<file path="src/rtl/nv_nvdla_cvif_read_eg_rsp.sv">
// CVIF read-response egress: routes AXI R beats to the owning client by thread
// and reports each completed burst back to the read ingress.
//
// state | meaning
// IDLE  | waiting for an R beat; pops the thread's context entry (bubble cycle)
// DATA  | forwarding beats of the current burst until cnt==0 or rlast
module nv_nvdla_cvif_read_eg_rsp #(
  parameter int          DW          = 64,
  parameter logic [15:0] CLIENT_MASK = 16'h03EE
) (
  input  logic          nvdla_core_clk,
  input  logic          nvdla_core_rstn,
  input  logic          noc2cvif_axi_r_rvalid,
  output logic          noc2cvif_axi_r_rready,
  input  logic [7:0]    noc2cvif_axi_r_rid,
  input  logic          noc2cvif_axi_r_rlast,
  input  logic [DW-1:0] noc2cvif_axi_r_rdata,
  output logic [3:0]    cq_rd_thread_id,
  input  logic          cq_rd_pvld,
  output logic          cq_rd_prdy,
  input  logic [6:0]    cq_rd_pd,
  output logic [15:0]   rsp_valid,
  input  logic [15:0]   rsp_ready,
  output logic [DW-1:0] rsp_pd,
  output logic          eg2ig_axi_vld,
  output logic          eg_err_id,
  output logic          eg_err_len,
  input  logic          eg_err_clr
);

  localparam logic [0:0] IDLE = 1'b0;
  localparam logic [0:0] DATA = 1'b1;

  logic [0:0]    state;
  logic [3:0]    cnt;
  logic [3:0]    thr;
  logic          drop;
  logic          out_vld;
  logic [3:0]    thr_q;
  logic [DW-1:0] out_pd;

  logic pop;
  logic new_drop;
  logic out_drain;
  logic beat_acc;
  logic cnt_done;
  logic burst_end;
  logic unused_pd;

  assign unused_pd       = ^cq_rd_pd[6:4];
  assign cq_rd_thread_id = noc2cvif_axi_r_rid[3:0];
  assign new_drop        = !CLIENT_MASK[noc2cvif_axi_r_rid[3:0]] ||
                           (noc2cvif_axi_r_rid[7:4] != 4'h0);
  assign pop             = (state == IDLE) && noc2cvif_axi_r_rvalid && cq_rd_pvld;
  assign cq_rd_prdy      = pop;

  // Ready is judged against the thread actually held in the register, so a
  // beat is never accepted while an undrained beat of another thread sits there.
  assign out_drain             = out_vld && rsp_ready[thr_q];
  assign noc2cvif_axi_r_rready = (state == DATA) && (drop || !out_vld || rsp_ready[thr_q]);
  assign beat_acc              = noc2cvif_axi_r_rvalid && noc2cvif_axi_r_rready;
  assign cnt_done              = (cnt == 4'd0);
  assign burst_end             = beat_acc && (cnt_done || noc2cvif_axi_r_rlast);

  assign rsp_valid = out_vld ? (16'h0001 << thr_q) : 16'h0000;
  assign rsp_pd    = out_pd;

  always_ff @(posedge nvdla_core_clk) begin
    if (!nvdla_core_rstn) begin
      state         <= IDLE;
      cnt           <= 4'd0;
      thr           <= 4'd0;
      drop          <= 1'b0;
      out_vld       <= 1'b0;
      thr_q         <= 4'd0;
      out_pd        <= '0;
      eg2ig_axi_vld <= 1'b0;
      eg_err_id     <= 1'b0;
      eg_err_len    <= 1'b0;
    end else begin
      eg2ig_axi_vld <= burst_end;

      if (state == IDLE) begin
        if (pop) begin
          cnt   <= cq_rd_pd[3:0];
          drop  <= new_drop;
          thr   <= noc2cvif_axi_r_rid[3:0];
          state <= DATA;
        end
      end else begin
        if (beat_acc) begin
          if (cnt_done || noc2cvif_axi_r_rlast) begin
            state <= IDLE;
          end else begin
            cnt <= cnt - 4'd1;
          end
        end
      end

      // Load wins over drain: a same-cycle drain+load simply replaces the beat.
      if (beat_acc && !drop) begin
        out_vld <= 1'b1;
        out_pd  <= noc2cvif_axi_r_rdata;
        thr_q   <= thr;
      end else if (out_drain) begin
        out_vld <= 1'b0;
      end

      if (pop && new_drop) begin
        eg_err_id <= 1'b1;
      end else if (eg_err_clr) begin
        eg_err_id <= 1'b0;
      end

      if (burst_end && (cnt_done != noc2cvif_axi_r_rlast)) begin
        eg_err_len <= 1'b1;
      end else if (eg_err_clr) begin
        eg_err_len <= 1'b0;
      end
    end
  end

endmodule

</file>
<file path="config.mk">
export PLATFORM = sky130hd
export DESIGN_NAME = nv_nvdla_cvif_read_eg_rsp
export DESIGN_NICKNAME = d
export VERILOG_FILES = /design/src/rtl/nv_nvdla_cvif_read_eg_rsp.sv
export SDC_FILE = /design/constraint.sdc
export NUM_CORES = 1
export LEC_CHECK = 0
export BUFFER_PORTS_ARGS = -buffer_cell sky130_fd_sc_hd__buf_2
export CAP_MARGIN = 20
export CORE_ASPECT_RATIO = 0.9
export CORE_MARGIN = 3
export CORE_UTILIZATION = 45
export DETAILED_ROUTE_END_ITERATION = 8
export HOLD_SLACK_MARGIN = 0.03
export PLACE_DENSITY_LB_ADDON = 0.05
export SYNTH_ARGS = -nofsm -noshare
export SYNTH_HDL_FRONTEND = slang
export SYNTH_SLANG_ARGS = --single-unit
</file>
<file path="constraint.sdc">
create_clock -name nvdla_core_clk -period 3.4 [get_ports nvdla_core_clk]
set_clock_uncertainty 0.15 [all_clocks]
set_input_delay 0.51 -clock nvdla_core_clk [delete_from_list [all_inputs] [get_ports nvdla_core_clk]]
set_output_delay 0.51 -clock nvdla_core_clk [all_outputs]
set_load 0.005 [all_outputs]
</file>
# Yosys cells after proc, flatten, opt, wreduce, memory -nomap -nowiden
# Memory sizes are Yosys's and may differ from the RTL's.
# Cells that the tools add are included.
# word_totals
ff_bits,82
latchBits,0
ramBits,0
rom_bits,16
input_bits,101
word_cells,60
mem_count,1
# op_classes
add_sub_neg,1
mul,0
n_div,0
magnitude_cmp,2
eq_ne,3
n_shift,1
n_mux,17
bitwise_logic,1
n_reduce_logical,24
# mem_list
name,depth,width,rd,rd_clocked_by_memory_dff,wr,line,rtl
(name not given),16,1,1,0,0,52,assign new_drop = !CLIENT_MASK[noc2cvif_axi_r_rid[3:0]] ||
# ops
operator,n
$mux 16,1
$mux 4,4
$shl 1x4->16 const A,1
$mux 1,11
$lt 4x5->1 const B,2
$logic_and 1x1->1,9
$reduce_bool 2->1,4
$bmux 1 s4,1
$logic_not 4->1,1
$logic_or 1x1->1,4
$reduce_bool 4->1,1
$sub 4x1->4 const B,1
$logic_not 1->1,3
$reduce_and 3->1,1
$ne 2x1->1 const B,1
$ne 2x2->1 const B,1
$reduce_and 2->1,1
$ne 1x1->1,1
$not 1->1,1

# Depth between registers and ports, before layout
# Gate-level depths: netlist of the first run.
# depth
word_depth,8
mapped_depth,10
depth_no_buf,10

# Worst setup path before layout of the first run
# No wires, ideal clock.
# synth_timing
kind,register to register
start,reg cnt[0]
end,reg cnt[3]
setup_time_ps,128
arrival_time_ps,2178
slack_ps,944
path_stages_with_launch,11
period_less_slack_ps,2456
cell_sequence,dfxtp_1 inv_1 ha_1 or3b_2 ha_1 and3_1 nand2b_1 o41ai_1 a211oi_2 mux2i_1 a21boi_1
# synth_via
elab_chain_len,4
elab_cells_between_ends,8
cone_classes,1 x add/sub; 1 x eq/ne; 3 x mux; 3 x reduce/logical
# synth_lines
element,line,rtl
"start, declared",35,logic [3:0] cnt;
"start signal, assigned",85,cnt <= cq_rd_pd[3:0];
"start signal, assigned",95,cnt <= cnt - 4'd1;
$sub 4x1->4 or $logic_not 4->1 (tied branches),"95, 62",
$mux 4 or $logic_or 1x1->1 (tied branches),92,if (cnt_done || noc2cvif_axi_r_rlast) begin
$mux 4 or $ne 2x2->1 (tied branches),n/a,
$mux 4 or $reduce_and 3->1 (tied branches),n/a,
# Parallel ways exist; a longest one is shown, timed or not. The select of a mux whose other input is x is not followed.
# A chain may end at the register's enable or synchronous reset.

# Worst setup path after layout of the first run
# layout_timing
start,reg thr_q[1]
end,out noc2cvif_axi_r_rready
# layout_via
elab_chain_len,4
# layout_lines
element,line,rtl
"start, declared",39,logic [3:0] thr_q;
"start signal, assigned",104,thr_q <= thr;
$bmux 1 s4,60,assign noc2cvif_axi_r_rready = (state == DATA) && (drop || !out_vld || rsp_ready[thr_q]);
$mux 1 (implied by the code),60,
$logic_or 1x1->1,60,
$logic_and 1x1->1,60,
"end, declared",14,"output logic noc2cvif_axi_r_rready,"
# No other way between the ends. The select of a mux whose other input is x is not followed.

==> results of run 1 <==
power by group:
group | leakage [nW] | switching [mW] | internal (mW)
clock | 0.0832 | 0.333 | 0.330
sequential | 0.665 | 0.0220 | 0.994
combinational | 1.85 | 0.105 | 0.136
sequential cells by signal, indices dropped and copies added, names as in the netlist:
name and flops:
rsp_pd 64, eg2ig_axi_vld 1, thr 4, eg_err_id 1, drop 1, out_vld 1
thr_q 4, state 1, cnt 4, eg_err_len 1
per-stage QoR:
| stage | worst slack (ns) | utilization | hold slack, ns |
|---|---|---|---|
| floorplan | 0.944 | - | 0.293 |
| global placement | 0.722 | 0.598 | 0.307 |
| detailed placement | 0.668 | 0.598 | 0.315 |
| CTS | 0.310 | 0.622 | 0.243 |
| global route | 0.135 | 0.622 | 0.256 |
| finish | 0.338 | 0.622 | 0.265 |
cells in the final DEF (no fill, tap or decap), types with 3 or more instances in the layout:
| cell | count |
|---|---|
| inv_1 | 6 |
| nand3b_1 | 3 |
| nand2b_1 | 6 |
| clkbuf_8 | 9 |
| nor2_1 | 17 |
| buf_4 | 3 |
| dfxtp_1 | 82 |
| a21boi_1 | 3 |
| nor3_1 | 5 |
| nor2b_1 | 74 |
| mux2_2 | 4 |
| buf_2 | 186 |
| clkinvlp_4 | 3 |
| mux2i_1 | 71 |
| a21boi_0 | 6 |
| nand2_1 | 18 |
logic make-up after synthesis:
| group | after synthesis |
|---|---|
| simple gates | 134 |
| flops | 82 |
| mux | 76 |
| buf+inv | 31 |
| compound gates | 28 |
| fa+ha+maj | 2 |
layer usage:
layer  track usage  part of all wire  up-vias
met1         0.212              0.42     1348
li1              -                 -     1543
met4        0.0819             0.014        0
met2         0.307              0.49      110
met3        0.0507             0.079        8
met5             0                 0        -
how the worst max path moves through the flow:
stage / end / slack [ns] / cells past startpoint
floorplan: cnt[3]$_SDFFE_PN0P_ / 0.94 / 10
global placement: cnt[3]$_SDFFE_PN0P_ / 0.72 / 10
detailed placement: cnt[3]$_SDFFE_PN0P_ / 0.67 / 10
CTS: noc2cvif_axi_r_rready / 0.31 / 7
global route: noc2cvif_axi_r_rready / 0.14 / 7
finish: noc2cvif_axi_r_rready / 0.34 / 7
layout make-up:
type | instances | area (um2)
well taps | 96 | 120
clock inverters | 5 | 57.6
clock buffers | 9 | 124
multi-input cells | 240 | 1820
inverters | 6 | 22.5
repair buffers | 190 | 973
fillers | 695 | 2900
flip-flops and latches | 82 | 1640
worst min-delay path: cells and delay by family:
family | cells | cell delay [ns]
buf+inv | 1 | 0.07
mux | 1 | 0.05
simple gates | 1 | 0.09
==> metrics.yaml, run 1 <==
startpoint: "thr_q[1]$_SDFFE_PN0P_"
max_freq_ghz: 0.327
netlist_instances: 353
overflow: 0
synth_edf_count: 0
htree_levels: 3
gp_congestion: 0.776
ys_top_cells_by_area: "dfxtp_1 45%, mux2i_1 20%, nor2b_1 13%"
drt-initial-drc-count: 93
final-setup-viol-count: 0
clock-root-buffer: "clkbuf_8"
ys_seq_elements: 82
cts_resized: 0
hold_depth: 3
tightest_slew_ns: 0.682
cp_num_buf_inv: 2
worstHoldStart: "noc2cvif_axi_r_rdata[30]"
outcome: "finished, final reports clean"
synth_top_area_share: 0.454
crit_chain: "buf_4 > mux2_2 > nor3b_1 > a2111oi_4 > nor3_1 > nor2b_1 > buf_2"
drc: 0
die-area_um2: 9150
track_usage: 0.182
yosysMostFrequentCell: "dfxtp_1"
dp_hpwl_um: 6220
clockBufferDepth: 2
p_leak_nw: 2.60
r2r_slack_ns: 0.68
drive_gt1_frac: 0.410
cts_hold_buf: 0
cp.arrival_ns: 2.40
io_buffers: 186
final_nets: 632
clk_pin_slew_ns: 0.08
layout.cells.non_filler: 628
max_cap_violations: 0
crit_required_ns: 2.74
synthTopCellsByCount: "82 x dfxtp_1, 74 x nor2b_1, 71 x mux2i_1, 18 x nand2_1, 17 x nor2_1"
dpl-instance-area_um2: 4580
yosys.cell_types.count: 41
hold_violations: 0
start_kind: "flop"
r2r-end: "cnt[3]$_SDFFE_PN0P_"
start_util: 0.472
fp.dieW_um: 100
die_h_um: 91.0
syn2layout_area_growth_pct: 31.6
synth_xor_area_frac: 0
yosys.area_share.simple: 0.212
setup_tns_ns: 0
numCtsBuffers: 9
fin_crit_ns: 3.06
dr.pass1.iters: 4
routedWlPerCell_um: 13.3
ir_drop_mv: 0.218
syn_nets: 456
synthAdderAreaFrac: 0.00692
insertion_delay_ns: 0.34
criticalPathCategory: "flop to output port"
rr_worst_depth: 10
design_area_um2: 4760
max_stage_delay_ns: 0.44
ios: 190
finalMaxSlewViolations: 0
ys.flop_type: "dfxtp_1"
ant_nets: 0
cellPowerDensity_nw_per_um2: 403
ys_async_sr_fraction: 0
syn_avg_cell_area_um2: 10.2
critPathMaxFanout: 11
finalCritPeriodShare: 0.901
min_to: "rsp_pd[30]$_SDFFE_PN0P_"
crit_path_end_kind: "output port"
vias: 3009
antenna_found_initial: 0
synth_top_family_by_area: "multiplexers"
muxShareOfSynthArea: 0.212
finalPower_mw: 1.92
hold_class: "input port to flop"
synth_top_cell_by_area: "dfxtp_1"
rsz0062_at_grt: "no"
cts_tree: "done"
antenna_cells: 0
synth-warning-count: 0
rows: 30
syn_area_um2: 3620
path_delay_family: "simple AND/OR/NAND/NOR gates"
timing.slew.headroom: 0.545
synth_compound_area_frac: 0.0706
cts_sinks: 82
dp.cells: 614
core_area_um2: 7660
reg2reg_from: "cnt[0]$_SDFFE_PN0P_"
grt_pass1_wl_um: 13400
cp_slowest_cell: "dfxtp_1"
grt_max_degree: 69
cts_setup_buffers: 0
synth_seq_area_share: 0.454
grt_pass1_vias: 2906
vias_per_cell: 4.79
drt_wl_total_um: 8380
No activity file was read; power rests on OpenSTA's default activity.
==> inputs of run 2 (changes only) <==
CORE_MARGIN = 4   (was 3)
==> metrics.yaml, run 2 (synthesis results as in run 1) <==
fin_crit_ns: 2.92  # -0.145 ns
max_cap_violations: 0  # unchanged
core_area_um2: 7690  # +0.49%
start_util: 0.470  # -0.00230
grt_pass1_vias: 2835  # -2.4%
crit_path_end_kind: "output port"
nFillCells: 725  # +4.3%
vias: 2981  # -0.93%
insertion_delay_ns: 0.34  # about the same
setup_tns_ns: 0  # unchanged
final_util: 0.620  # -0.00141
rr_worst_depth: 10  # unchanged
grt_max_degree: 69  # unchanged
die-area_um2: 9540  # +4.2%
clk_pin_slew_ns: 0.08  # about the same
overflow: 0  # unchanged
grt_pass1_wl_um: 13000  # -3.4%
most-common-layout-cells: "186 x buf_2, 82 x dfxtp_1, 74 x nor2b_1, 71 x mux2i_1, 18 x nand2_1"
clockBufferDepth: 2  # unchanged
htree_levels: 3  # unchanged
numCtsBuffers: 9  # unchanged
hold_depth: 3  # unchanged
cts_tree: "done"
cellPowerDensity_nw_per_um2: 408  # +1.2%
dpl-instance-area_um2: 4580  # unchanged
final-setup-viol-count: 0  # unchanged
finalPower_mw: 1.95  # +1.5%
max_freq_ghz: 0.343  # +5.0%
io_buffers: 186  # unchanged
cts_resized: 0  # unchanged
hold_class: "input port to flop"
criticalPathCategory: "flop to output port"
dr.pass1.iters: 4  # unchanged
worstHoldStart: "noc2cvif_axi_r_rdata[55]"
largest_reg_flops: 64  # unchanged
timing.slew.headroom: 0.617  # +0.0720
critPathMaxFanout: 14  # +3
rows: 30  # unchanged
p_leak_nw: 2.60  # +0.22%
tightest_slew_ns: 0.574  # -0.108 ns
r2r_slack_ns: 0.69  # about the same
holdWs_ns: 0.266  # +0.00160 ns
ant_nets: 0  # unchanged
vias_per_cell: 4.73  # -1.2%
cts_setup_buffers: 0  # unchanged
final_nets: 632  # unchanged
antenna_found_initial: 0  # unchanged
start_kind: "flop"
dp_hpwl_um: 6320  # +1.6%
r2r-end: "cnt[3]$_SDFFE_PN0P_"
crit_required_ns: 2.74  # about the same
ff_latch_area_um2: 1640  # unchanged
fp.dieW_um: 102  # +2.0%
syn2layout_area_growth_pct: 32.0
ios: 190  # unchanged
min_to: "rsp_pd[55]$_SDFFE_PN0P_"
final_common_cell: "buf_2"
drt_wl_total_um: 8510  # +1.6%
routedWlPerCell_um: 13.5  # +1.2%
drt-initial-drc-count: 56  # -40%
finalMaxSlewViolations: 0  # unchanged
ir_drop_mv: 0.204  # -6.6%
drc: 0  # unchanged
hold_violations: 0  # unchanged
finalCritPeriodShare: 0.858  # -0.0426
reg2reg_from: "cnt[0]$_SDFFE_PN0P_"
rsz0062_at_grt: "no"
die_h_um: 93.0  # +2.2%
multi_input_area_um2: 1820  # unchanged
outcome: "finished, final reports clean"
gp_congestion: 0.766  # -1.3%
antenna_cells: 0  # unchanged
cp.arrival_ns: 2.26  # -0.14 ns
drive_gt1_frac: 0.410  # about the same
clock-root-buffer: "clkbuf_8"
cts_sinks: 82  # unchanged
design_area_um2: 4770  # +0.26%
cts_hold_buf: 0  # unchanged
track_usage: 0.170  # -0.0120
==> run 2: cell types whose count changed in the layout (fill, tap and decap cells not counted) <==
cell      delta
inv_6        +1
clkbuf_1     +1
==> run 2: worst max-delay path by stage <==
stage	to	from	depth (start not counted)
after floorplan	cnt[3]$_SDFFE_PN0P_	cnt[0]$_SDFFE_PN0P_	10
after global placement	cnt[3]$_SDFFE_PN0P_	cnt[0]$_SDFFE_PN0P_	10
after detailed placement	cnt[2]$_SDFFE_PN0P_	cnt[0]$_SDFFE_PN0P_	10
after CTS	noc2cvif_axi_r_rready	thr_q[0]$_SDFFE_PN0P_	6
after global routing	noc2cvif_axi_r_rready	thr_q[0]$_SDFFE_PN0P_	6
final	noc2cvif_axi_r_rready	thr_q[1]$_SDFFE_PN0P_	7
==> run 2: routing by layer <==
layer / wire length, um / track usage / up-vias
met5: 0 / 0 / -
met4: 87 / 0.0459 / 0
met3: 813 / 0.0649 / 8
met2: 4080 / 0.290 / 104
met1: 3530 / 0.198 / 1325
li1: - / - / 1544
==> run 2: final cells by class <==
type / count / area share
Multi-Input combinational cell: 240 / 0.381
Inverter: 6 / 0.00472
Timing Repair Buffer: 190 / 0.204
Clock inverter: 6 / 0.0139
Clock buffer: 10 / 0.0267
Tap cell: 96 / 0.0252
Sequential cell: 82 / 0.344
==> run 2: metrics by stage <==
stage / setup slack (ns) / std cells
floorplan: 0.944 / 353
global placement: 0.739 / 614
detailed placement: 0.670 / 614
CTS: 0.429 / 630
global route: 0.315 / 630
finish: 0.483 / 630
==> run 2: critical path: stages, from the launching register on <==
cell       delay [ns]
dfxtp_1          0.31
buf_4            0.20
mux2_2           0.36
nor3b_1          0.37
a2111oi_4        0.10
nor3_1           0.35
nor2b_1          0.08
buf_2            0.14
==> run 2: power by group <==
| group | internal [mW] | leakage (nW) | switching [mW] |
|---|---|---|---|
| clock network | 0.341 | 0.0889 | 0.351 |
| registers | 0.994 | 0.665 | 0.0220 |
| logic | 0.136 | 1.85 | 0.104 |
==> inputs of run 3 (changes only) <==
BUFFER_PORTS_ARGS = not set   (was -buffer_cell sky130_fd_sc_hd__buf_2)
CORE_UTILIZATION = 63   (was 45)
DONT_BUFFER_PORTS = 1   (was not set)
==> metrics.yaml, run 3 (synthesis results as in run 1) <==
outcome: "finished, final reports clean"
criticalPathCategory: "flop to output port"
setup_tns_ns: 0  # unchanged
grt_pass1_vias: 2391  # -16%
core_area_um2: 5410  # -30%
drt-initial-drc-count: 64  # +14%
pre_cts_slack_ns: 0.684  # +0.0143 ns
ant_nets: 0  # unchanged
grt_max_degree: 84  # +22%
dp_hpwl_um: 5540  # -12%
cts_hold_buf: 0  # unchanged
clock-root-buffer: "clkbuf_8"
most-common-layout-cells: "82 x dfxtp_1, 74 x nor2b_1, 71 x mux2i_1, 18 x nand2_1, 17 x nor2_1"
numCtsBuffers: 9  # unchanged
insertion_delay_ns: 0.34  # about the same
track_usage: 0.213  # +0.0425
cp.arrival_ns: 2.29  # +0.03 ns
hold_depth: 1  # -2
cts_sinks: 82  # unchanged
max_cap_violations: 0  # unchanged
finalCritPeriodShare: 0.868  # +0.00974
finalMaxSlewViolations: 0  # unchanged
finalPower_mw: 1.93  # -1.1%
gp_congestion: 0.817  # +6.7%
setup_slack_ns: 0.450  # -0.0331 ns
rr_worst_depth: 10  # unchanged
die-area_um2: 7020  # -26%
final_nets: 445  # -30%
drt_wl_total_um: 7550  # -11%
fin_crit_ns: 2.95  # +0.0331 ns
cellPowerDensity_nw_per_um2: 504  # +23%
hold_violations: 0  # unchanged
dr.pass1.iters: 4  # unchanged
overflow: 0  # unchanged
antenna_cells: 0  # unchanged
clk_pin_slew_ns: 0.08  # about the same
drive_gt1_frac: 0.0922  # -0.318
tightest_slew_ns: 0.549  # -0.0250 ns
crit_path_end_kind: "output port"
max_freq_ghz: 0.339  # -1.1%
drc: 0  # unchanged
layout.cells.non_filler: 414  # -34%
cts_resized: 0  # unchanged
final_common_cell: "dfxtp_1"
clockBufferDepth: 2  # unchanged
dp.cells: 398  # -35%
ir_drop_mv: 0.311  # +53%
start_kind: "flop"
start_util: 0.668  # +0.198
syn2layout_area_growth_pct: 5.67
nFillCells: 452  # -38%
grt_pass1_wl_um: 11600  # -11%
antenna_found_initial: 0  # unchanged
vias: 2381  # -20%
p_leak_nw: 1.75  # -33%
timing.slew.headroom: 0.633  # +0.0160
fp.dieW_um: 87.9  # -14%
final-setup-viol-count: 0  # unchanged
hold_class: "input port to flop"
vias_per_cell: 5.75  # +22%
largest_reg_flops: 64  # unchanged
io_buffers: 0  # -100%
ios: 190  # unchanged
rsz0062_at_grt: "no"
critPathMaxFanout: 15  # +1
crit_required_ns: 2.74  # about the same
cts_tree: "done"
htree_levels: 3  # unchanged
die_h_um: 79.9  # -14%
rows: 25  # -17%
cts_setup_buffers: 0  # unchanged
routedWlPerCell_um: 18.2  # +35%
## run 3: changes by cell type in the layout (fill, tap and decap cells not counted)
cell	change
buf_2	-186
clkinvlp_4	-2
buf_4	-1
clkinv_4	+1
bufinv_16	+1
## run 3: where the power goes
| group | leakage, nW | internal (mW) | total (mW) | switching [mW] |
|---|---|---|---|---|
| logic | 0.977 | 0.0782 | 0.140 | 0.0616 |
| clock network | 0.107 | 0.416 | 0.761 | 0.344 |
| registers | 0.665 | 0.994 | 1.03 | 0.0314 |
| total | 1.75 | 1.49 | 1.93 | 0.437 |
## run 3: stage by stage
| stage | util | instance area, um2 | hold WS, ns |
|---|---|---|---|
| global placement | 0.666 | 3600 | 0.305 |
| global route | 0.706 | 3820 | 0.128 |
| floorplan | - | 3620 | 0.293 |
| finish | 0.706 | 3820 | 0.141 |
| CTS | 0.706 | 3820 | 0.117 |
| detailed placement | 0.666 | 3600 | 0.315 |
## run 3: worst paths after layout
check	slack (ns)	to	startpoint
setup reg to reg	0.65	cnt[2]$_SDFFE_PN0P_	cnt[0]$_SDFFE_PN0P_
hold reg to reg	0.32	thr[0]$_SDFFE_PN0P_	thr[0]$_SDFFE_PN0P_
setup / recovery	0.45	noc2cvif_axi_r_rready	thr_q[2]$_SDFFE_PN0P_
hold / removal	0.14	out_vld$_SDFFE_PN0P_	nvdla_core_rstn
## run 3: cell type report
type                    count  area [um2]  share of cell area
multi-input cells         240        1820               0.476
clock inverters             6        90.1              0.0236
repair buffers              3        35.0             0.00917
inverters                   6        22.5             0.00589
flip-flops and latches     82        1640               0.430
clock buffers              10         128              0.0334
well taps                  67        83.8              0.0219
## run 3: worst max-delay path, stage by stage (launching register included)
cell	delay, ns
dfxtp_1	0.66
mux2_2	0.40
o22ai_1	0.26
nor4_2	0.11
nor3_1	0.40
nor2b_1	0.12
## run 3: per-layer routing
metal	wire [um]	up-vias	share of wire	global-route usage
li1	-	1173	-	-
met1	2810	1078	0.37	0.238
met2	3710	120	0.49	0.356
met3	935	10	0.12	0.104
met4	89	0	0.012	0.0598
met5	0	-	0	0
